--- config.mk ---
export PLATFORM = sky130hd
export DESIGN_NAME = lzc_normalizer
export DESIGN_NICKNAME = d
export VERILOG_FILES = /design/src/rtl/lzc_normalizer.sv
export SDC_FILE = /design/constraint.sdc
export NUM_CORES = 1
export LEC_CHECK = 0
export CAP_MARGIN = 10
export CORE_MARGIN = 4
export CORE_UTILIZATION = 44
export DETAILED_ROUTE_END_ITERATION = 12
export PLACE_DENSITY = 0.75
export SYNTH_ARGS = -nofsm -noshare
export SYNTH_HDL_FRONTEND = slang
export SYNTH_SLANG_ARGS = --single-unit
--- constraint.sdc ---
create_clock -name clk -period 1.2 [get_ports clk]
set_input_delay 0.12 -clock clk [delete_from_list [all_inputs] [get_ports clk]]
set_output_delay 0.12 -clock clk [all_outputs]
set_load 0.05 [all_outputs]
--- src/rtl/lzc_normalizer.sv ---
// Two-stage pipelined left-normalizer for unsigned W_IN-bit values.
// Shifts each accepted word left until its MSB is 1 and reports the shift
// amount plus a zero flag. Valid/ready stream on both sides, full
// throughput, backpressure-safe.
//
// Ports:
//   clk        clock, rising edge
//   rst        synchronous active-high reset
//   in_valid   upstream word present
//   in_ready   word accepted this cycle (combinational, depends on out_ready)
//   in_data    value to normalise
//   out_valid  result present
//   out_ready  downstream accepts the result
//   out_data   normalised value (MSB = 1 unless out_zero)
//   out_shift  number of left shifts applied
//   out_zero   input was all zeros

// Leading-zero counter; returns W_IN-1 (all ones) for an all-zero input.
module count_lead_zero #(
  parameter int unsigned W_IN  = 8,
  parameter int unsigned W_OUT = $clog2(W_IN)
) (
  input  logic [W_IN-1:0]  data,
  output logic [W_OUT-1:0] count_c
);

  // Scan upward so the highest set bit is the last one to write the count.
  always_comb begin
    count_c = W_OUT'(W_IN - 1);
    for (int unsigned i = 0; i < W_IN; i++) begin
      if (data[i]) count_c = W_OUT'(W_IN - 1 - i);
    end
  end

endmodule

module lzc_normalizer #(
  parameter int unsigned W_IN  = 8,
  parameter int unsigned W_OUT = $clog2(W_IN)
) (
  input  logic             clk,
  input  logic             rst,
  input  logic             in_valid,
  output logic             in_ready,
  input  logic [W_IN-1:0]  in_data,
  output logic             out_valid,
  input  logic             out_ready,
  output logic [W_IN-1:0]  out_data,
  output logic [W_OUT-1:0] out_shift,
  output logic             out_zero
);

  // Elaboration-time parameter sanity check.
  if ((W_IN < 2) || ((W_IN & (W_IN - 1)) != 0)) begin : g_bad_width
    $error("lzc_normalizer: W_IN must be a power of 2 and >= 2");
  end

  logic             s1_valid;
  logic [W_IN-1:0]  s1_data;
  logic [W_OUT-1:0] s1_count;
  logic             s1_zero;

  logic [W_OUT-1:0] lz_count_c;
  logic             s2_adv_c;
  logic             s1_adv_c;

  count_lead_zero #(
    .W_IN  (W_IN),
    .W_OUT (W_OUT)
  ) u_clz (
    .data    (in_data),
    .count_c (lz_count_c)
  );

  // Stage advance: a stage may load when it is empty or its consumer drains.
  // out_ready reaches in_ready combinationally so a full pipe can accept and
  // pop in the same cycle without a bubble.
  assign s2_adv_c = out_ready | ~out_valid;
  assign s1_adv_c = s2_adv_c | ~s1_valid;
  assign in_ready = s1_adv_c;

  // Stage 1: capture input word, its leading-zero count and zero flag.
  always_ff @(posedge clk) begin
    if (rst) begin
      s1_valid <= 1'b0;
      s1_data  <= '0;
      s1_count <= '0;
      s1_zero  <= 1'b0;
    end else if (s1_adv_c) begin
      s1_valid <= in_valid;
      if (in_valid) begin
        s1_data  <= in_data;
        s1_count <= lz_count_c;
        s1_zero  <= ~|in_data;
      end
    end
  end

  // Stage 2: shift and register outputs; zero input reports shift 0.
  always_ff @(posedge clk) begin
    if (rst) begin
      out_valid <= 1'b0;
      out_data  <= '0;
      out_shift <= '0;
      out_zero  <= 1'b0;
    end else if (s2_adv_c) begin
      out_valid <= s1_valid;
      if (s1_valid) begin
        out_data  <= s1_zero ? '0 : W_IN'(s1_data << s1_count);
        out_shift <= s1_zero ? '0 : s1_count;
        out_zero  <= s1_zero;
      end
    end
  end

endmodule

==> metrics.md, run 1 <==
| Metric | Value |
|---|---|
| Outcome | `finished, violations left` |
| Failing checks | `setup timing` |
| IR drop worst, VDD | `0.912 mV` |
| Cts bufs inserted | `3` |
| Mapped Area | `1190 um^2` |
| 1st-iter DRT viols | `39` |
| CTS tree | `built` |
| Met3 Track Usage GR | `1.94%` |
| Met1 usage | `19.7%` |
| Slowest cell on crit path | `dfxtp_4` |
| Clock slew at reported path FFs | `0.14 ns` |
| CTS Sinks | `26` |
| Layout net count | `192` |
| CP peak stage delay | `0.38 ns` |
| Buf/Inv on CP | `3` |
| CP delay by family, top | `buffers and inverters` |
| DR pass1 iterations | `4` |
| GRT Total Usage | `16.7%` |
| Die span in x | `60.1 um` |
| Core box area | `2520 um^2` |
| Ys flop type | `dfxtp_1` |
| Post-synth EDFFs | `0` |
| Clock tree buffer depth | `2` |
| Rows | `18` |
| Worst endpoint data arrival time | `1.21 ns` |
| Crit. End Element | `output port` |
| Die area | `3610 um^2` |
| Most frequent cells in the layout | `23 x dfxtp_1, 21 x nand2_1, 18 x buf_4` |
| Placement Cell Area | `1720 um^2` |
| Reg-to-reg slack, setup | `-0.07 ns` |
| Htree depth | `1` |
| Leakage power | `0.000726 uW` |
| CP max FO | `3` |
| Clk root buf | `clkbuf_4` |
| Initial antenna violation count | `0` |
| Max-Cap Viols | `0` |
| Crit path cell chain | `buf_6 > nand3b_1 > buf_6 > buf_12` |
| First-pass GRT wire length | `4660 um` |
| Final hold vios | `0` |
| Min Clock Period, post-route | `1.33 ns` |
| Final setup violation count | `14` |
| Layout Skew | `0.00247 ns` |
| Netlist cell types | `28` |
| Worst setup margin | `-0.129 ns` |
| Final Power | `1750 uW` |
| Global route hottest layer | `met2` |
| Most frequent CP cell | `buf_6` |
| Residual DRC | `0` |
| Async SR Flop Fraction | `0%` |
| CP Launch Type | `flop` |
| Synth Net Count | `145` |
| RSZ-0062 raised after global routing | `true` |
| PD cells | `916 nW/um^2` |
| Initial Util | `47.3%` |
| DR WL/cell | `14.5 um` |
| Cells after Synth | `133` |
| Antenna Violating Nets Remaining | `0` |
| Layout cells sized above 1 | `36.3%` |
| Register Area | `529 um^2` |
| Area of the multi-input gates | `681 um^2` |
| Final WL | `3030 um` |
| Seq/Total Area, Yosys | `43.6%` |
| FF+latch count, synth | `26` |
| Fin util | `75.6%` |
| Syn_area_per_cell | `8.97 um^2` |
| Largest net degree at the start of global routing | `15` |
| Critical path required time | `1.08 ns` |
| Routed vias | `1152` |
| Slew margin rel. | `72.0%` |
| # IOs | `26` |
| Post-Place Setup Slack | `-0.336 ns` |
| IO Port Bufs | `25` |
| Type of the worst setup path | `reg -> out` |
| Final Cycle Share | `111%` |
| Layout area overhead | `59.7%` |
| Fillers | `183` |
| Global routing usage on met2 | `30.4%` |
| DP Wirelength | `2130 um` |
| Worst-Skew Late Latency | `0.32 ns` |
| Post-route cell area | `1910 um^2` |
| Max Slew Vio Count | `0` |
| Die Ht | `60.1 um` |
| Diode count | `0` |
| GPL Wtd Cong | `0.861` |
| Worst-Margin Slew | `0.415 ns` |
| Drt via density | `5.51` |
| Commonest non-fill, non-tap cell in the layout | `dfxtp_1` |
| Grt ovf | `0` |
| Vias in the first global route | `1115` |
| Hold Path Class | `in -> reg` |
| Total of warnings raised by yosys | `0` |
| F_max | `0.752 GHz` |
path summary, 6_finish.rpt:
| path | startpoint | endpoint | cells past startpoint |
|---|---|---|---|
| min reg2reg | s1_data[3] | s1_data[3] | 2 |
| min | in_data[0] | s1_data[0] | 3 |
| max reg2reg | out_valid | out_data[7] | 5 |
| max | out_valid | in_ready | 4 |
state kept, by name, summed over array words and instances (netlist names):
| register | cells |
|---|---|
| out_zero | 1 |
| out_shift | 3 |
| s1_count | 3 |
| out_data | 8 |
| s1_valid | 1 |
| out_valid | 1 |
| s1_data | 8 |
| s1_zero | 1 |
cell usage after synthesis (all sizes together), types with 2 or more instances:
cell	n	area share, %
buf	6	4.3
nand2	24	8.2
a21oi	18	7.5
mux2i	12	10
nand4b	2	1.5
nand3	2	0.84
nand3b	3	1.9
a22oi	4	2.5
a222oi	4	3.4
nor2b	2	1.7
dfxtp	26	44
nor2	15	4.7
clkbuf	3	0.94
inv	2	0.63
final cells by class:
| type | count | share of cell area (%) |
|---|---|---|
| Clock buffer | 4 | 1.90 |
| Inverter | 2 | 0.394 |
| Multi-Input combinational cell | 96 | 35.7 |
| Sequential cell | 26 | 27.8 |
| Tap cell | 30 | 1.97 |
| Timing Repair Buffer | 51 | 32.3 |
report_power, final:
group	leakage, uW	switching [uW]	internal [uW]
clock	0.0000210	256	186
sequential	0.000214	33.2	892
combinational	0.000491	183	198
total	0.000726	472	1280
worst reg2reg max path, delay by kind of cell, from the launching register on:
family | cells | cell delay [ns]
AOI/OAI and AO/OA | 1 | 0.33
buffers and inverters | 1 | 0.17
DFF | 1 | 0.38
and+or+nand+nor | 3 | 0.30
per-stage QoR:
step                      hold slack [ns]  TNS, ns  cells
after global routing                0.387    -1.76    209
after CTS                           0.369   -0.535    208
after floorplan                     0.223    -3.83    133
final                               0.391   -0.550    209
after detailed placement            0.455    -5.75    200
after global placement              0.455    -5.10    200
per-layer routing:
| metal | vias to the layer above | share of wire [%] |
|---|---|---|
| met5 | - | 0 |
| met4 | 0 | 0.86 |
| met3 | 4 | 4.8 |
| met2 | 38 | 52 |
| met1 | 545 | 43 |
| li1 | 565 | - |
what timing repair did:
item | in CTS | in global routing
pin swaps | 3 | 7
setup buffers | 4 | 1
hold buffers | 0 | 0
setup endpoints to repair | 19 | 20
gates resized for setup | 16 | 9
cells by family after synthesis:
kind of cell / Yosys count / synth area share, %
compound gates: 30 / 15.9
buf+inv: 11 / 5.87
flops: 26 / 43.6
mux: 12 / 10.1
simple gates: 54 / 24.5
Note: power is estimated with default switching activity, not from simulation.
==> inputs of run 2 (changes only) <==
--- a/config.mk
+++ b/config.mk
@@ -5,11 +5,11 @@
 export SDC_FILE = /design/constraint.sdc
 export NUM_CORES = 1
 export LEC_CHECK = 0
+export ABC_AREA = 1
 export CAP_MARGIN = 10
-export CORE_MARGIN = 4
 export CORE_UTILIZATION = 44
 export DETAILED_ROUTE_END_ITERATION = 12
-export PLACE_DENSITY = 0.75
+export PLACE_DENSITY = 0.74
 export SYNTH_ARGS = -nofsm -noshare
 export SYNTH_HDL_FRONTEND = slang
 export SYNTH_SLANG_ARGS = --single-unit
==> constraint.sdc (replaced) <==
create_clock -name clk -period 1.1 [get_ports clk]
set_input_delay 0.11 -clock clk [delete_from_list [all_inputs] [get_ports clk]]
set_output_delay 0.11 -clock clk [all_outputs]
set_load 0.05 [all_outputs]
==> run 2 against run 1 <==
Net effect: the flow still finishes with violations (setup timing); die area down 17%; routed wire length up 7.3%; hold slack better by 0.065 ns; final cell count up 22%; worst setup slack better by 0.040 ns; clock power up 12%; largest cell class unchanged; highest routed layer unchanged.
==> metrics.md, run 2 <==
| Metric | Value |
|---|---|
| Crit path cell chain | `nand3_4 > buf_6 > buf_12` |
| Hold depth | `3` |
| RSZ-0062 raised after global routing | `true` |
| CP max FO | `3` |
| Diode count | `0` |
| Seq pwr share | `50.2%` |
| Syn_area_per_cell | `6.85 um^2` |
| CTS tree | `built` |
| Worst-Skew Late Latency | `0.33 ns` |
| Synth top area share | `42.4%` |
| Max Slew Vio Count | `0` |
| Initial Util | `48.2%` |
| Worst setup margin | `-0.0890 ns` |
| Crit. End Element | `output port` |
| IO Port Bufs | `25` |
| Worst Hold End | `s1_data[4]` |
| Layout area overhead | `58.4%` |
| Cts bufs inserted | `3` |
| CP Launch Type | `flop` |
| Die area | `3000 um^2` |
| # IOs | `26` |
| Core box area | `2540 um^2` |
| Clock slew at reported path FFs | `0.14 ns` |
| Hold_sp | `in_data[4]` |
| Switch Pwr | `613 uW` |
| Clock tree buffer depth | `2` |
| Comb power frac | `25.5%` |
| Grt ovf | `0` |
| IR drop worst, VDD | `0.840 mV` |
| Vias in the first global route | `1228` |
| Hold Path Class | `in -> reg` |
| Die span in x | `54.8 um` |
| Ys flop type | `dfxtp_1` |
| Final WL | `3250 um` |
| Sw Ratio | `29.9%` |
| Reg-to-reg startpoint | `out_valid` |
| Leakage power | `0.000844 uW` |
| Most numerous cell in the Yosys netlist | `nand2_1` |
| Post-Place Setup Slack | `-0.351 ns` |
| Fin util | `76.3%` |
| Drt via density | `5.15` |
| Max-Cap Viols | `0` |
| FF+latch count, synth | `26` |
| Clk root buf | `clkbuf_4` |
| Clock power share | `24.2%` |
| Async SR Flop Fraction | `0%` |
| Largest registers | `out_data (8), s1_data (8)` |
| Die Ht | `54.8 um` |
| Largest net degree at the start of global routing | `18` |
| CP peak stage delay | `0.40 ns` |
| Slew margin rel. | `76.4%` |
| # hold bufs at CTS | `0` |
| Outcome | `finished, violations left` |
| Mapped Area | `1230 um^2` |
| Internal | `1430 uW` |
| Rows | `18` |
| Layout cells sized above 1 | `29.8%` |
| Synth Net Count | `191` |
| DP Wirelength | `2410 um` |
| Final hold vios | `0` |
| Slowest cell on crit path | `dfxtp_4` |
| Reg-to-reg endpoint | `s1_zero` |
| Layout Skew | `0.00206 ns` |
| Worst endpoint data arrival time | `1.08 ns` |
| Residual DRC | `0` |
| Failing checks | `setup timing` |
| Routed vias | `1312` |
| Reg-to-reg slack, setup | `-0.04 ns` |
| Cells after Synth | `179` |
| DR WL/cell | `12.7 um` |
| Reg2reg path depth | `6` |
| Htree depth | `1` |
| Seq/Total Area, Yosys | `42.4%` |
| Synth top area cells | `dfxtp_1 42%, nand2_1 17%, a21oi_1 8.2%` |
| Synth top cells by count | `57 x nand2_1, 26 x dfxtp_1, 22 x inv_1, 20 x a21oi_1, 13 x nand3_1` |
| Final Cycle Share | `108%` |
| Min Clock Period, post-route | `1.19 ns` |
| Total of warnings raised by yosys | `0` |
| Netlist cell types | `22` |
| F_max | `0.841 GHz` |
| Most frequent cells in the layout | `54 x nand2_1, 23 x dfxtp_1, 20 x inv_1, 20 x buf_4, 17 x a21oi_1` |
| Antenna Violating Nets Remaining | `0` |
| Post-synth EDFFs | `0` |
| 1st-iter DRT viols | `27` |
| Initial antenna violation count | `0` |
| First-pass GRT wire length | `5080 um` |
| Type of the worst setup path | `reg -> out` |
| GRT Total Usage | `24.3%` |
| Critical path required time | `0.99 ns` |
| DR pass1 iterations | `4` |
| Final setup violation count | `7` |
| Layout net count | `238` |
| GPL Wtd Cong | `0.832` |
| Commonest non-fill, non-tap cell in the layout | `nand2_1` |
| Worst-Margin Slew | `0.352 ns` |
| Cell accounting for the most synthesized area | `dfxtp_1` |
| CTS Sinks | `26` |
| PD cells | `1050 nW/um^2` |
## run 2: power groups by stage
stage	logic [uW]	clock network [uW]	registers, uW
after floorplan	202	0	1100
after global placement	467	0	1050
after detailed placement	480	0	1050
after CTS	501	500	1030
after global routing	565	529	1030
final	522	496	1030
## run 2: final cells by class
type                            count  area, um^2
Clock buffer                        4        36.3
Fill cell                         197         603
Inverter                           22        82.6
Multi-Input combinational cell    125         673
Sequential cell                    26         529
Tap cell                           30        37.5
Timing Repair Buffer               48         583
## run 2: cell families (layout without fill, tap and decap cells)
group | Yosys count | count (layout) | share of synthesized area, %
AO/OA/AOI/OAI | 34 | 34 | 15.5
buffers and inverters | 29 | 74 | 10.7
flip-flops | 26 | 26 | 42.4
AND/OR/NAND/NOR | 90 | 91 | 31.3
## run 2: critical path, delay by kind of cell, from the launching register on
family / cells / cell delay [ns]
buffers and inverters: 2 / 0.27
flip-flops: 1 / 0.40
AND/OR/NAND/NOR: 1 / 0.08
## run 2: metrics by stage
step	instances	hold slack [ns]	instance area (um^2)	setup TNS [ns]	total power (uW)
after floorplan	179	0.269	1250	-0.643	1300
final	255	0.456	1940	-0.181	2050
after CTS	255	0.443	1890	-0.383	2030
after detailed placement	247	0.460	1790	-5.30	1530
after global placement	247	0.457	1790	-4.15	1510
after global routing	255	0.466	1940	-0.883	2130
## run 2: timing repair
item | 4_1_cts | 5_1_grt
pin swaps | 0 | 0
resized for setup | 7 | 17
endpoints found under the setup margin | 11 | 22
buffers inserted | 3 | 0
gates cloned | 1 | 0
## run 2: worst max-delay path by stage
stage	slack, ns	from	endpoint
after global placement	-0.29	out_ready	out_data[7]
final	-0.09	out_valid	in_ready
after CTS	-0.08	out_valid	in_ready
after detailed placement	-0.35	out_ready	out_data[7]
after floorplan	-0.12	out_valid	s1_count[2]
after global routing	-0.11	out_valid	in_ready
## run 2: per-layer routing
layer  vias to the layer above  global-route usage, %  part of all wire, %
li1                        666                      -                    -
met1                       591                   24.9                   40
met2                        44                   44.0                   53
met3                        11                   3.61                  3.7
met4                         0                   17.5                  3.2
met5                         -                      0                    0
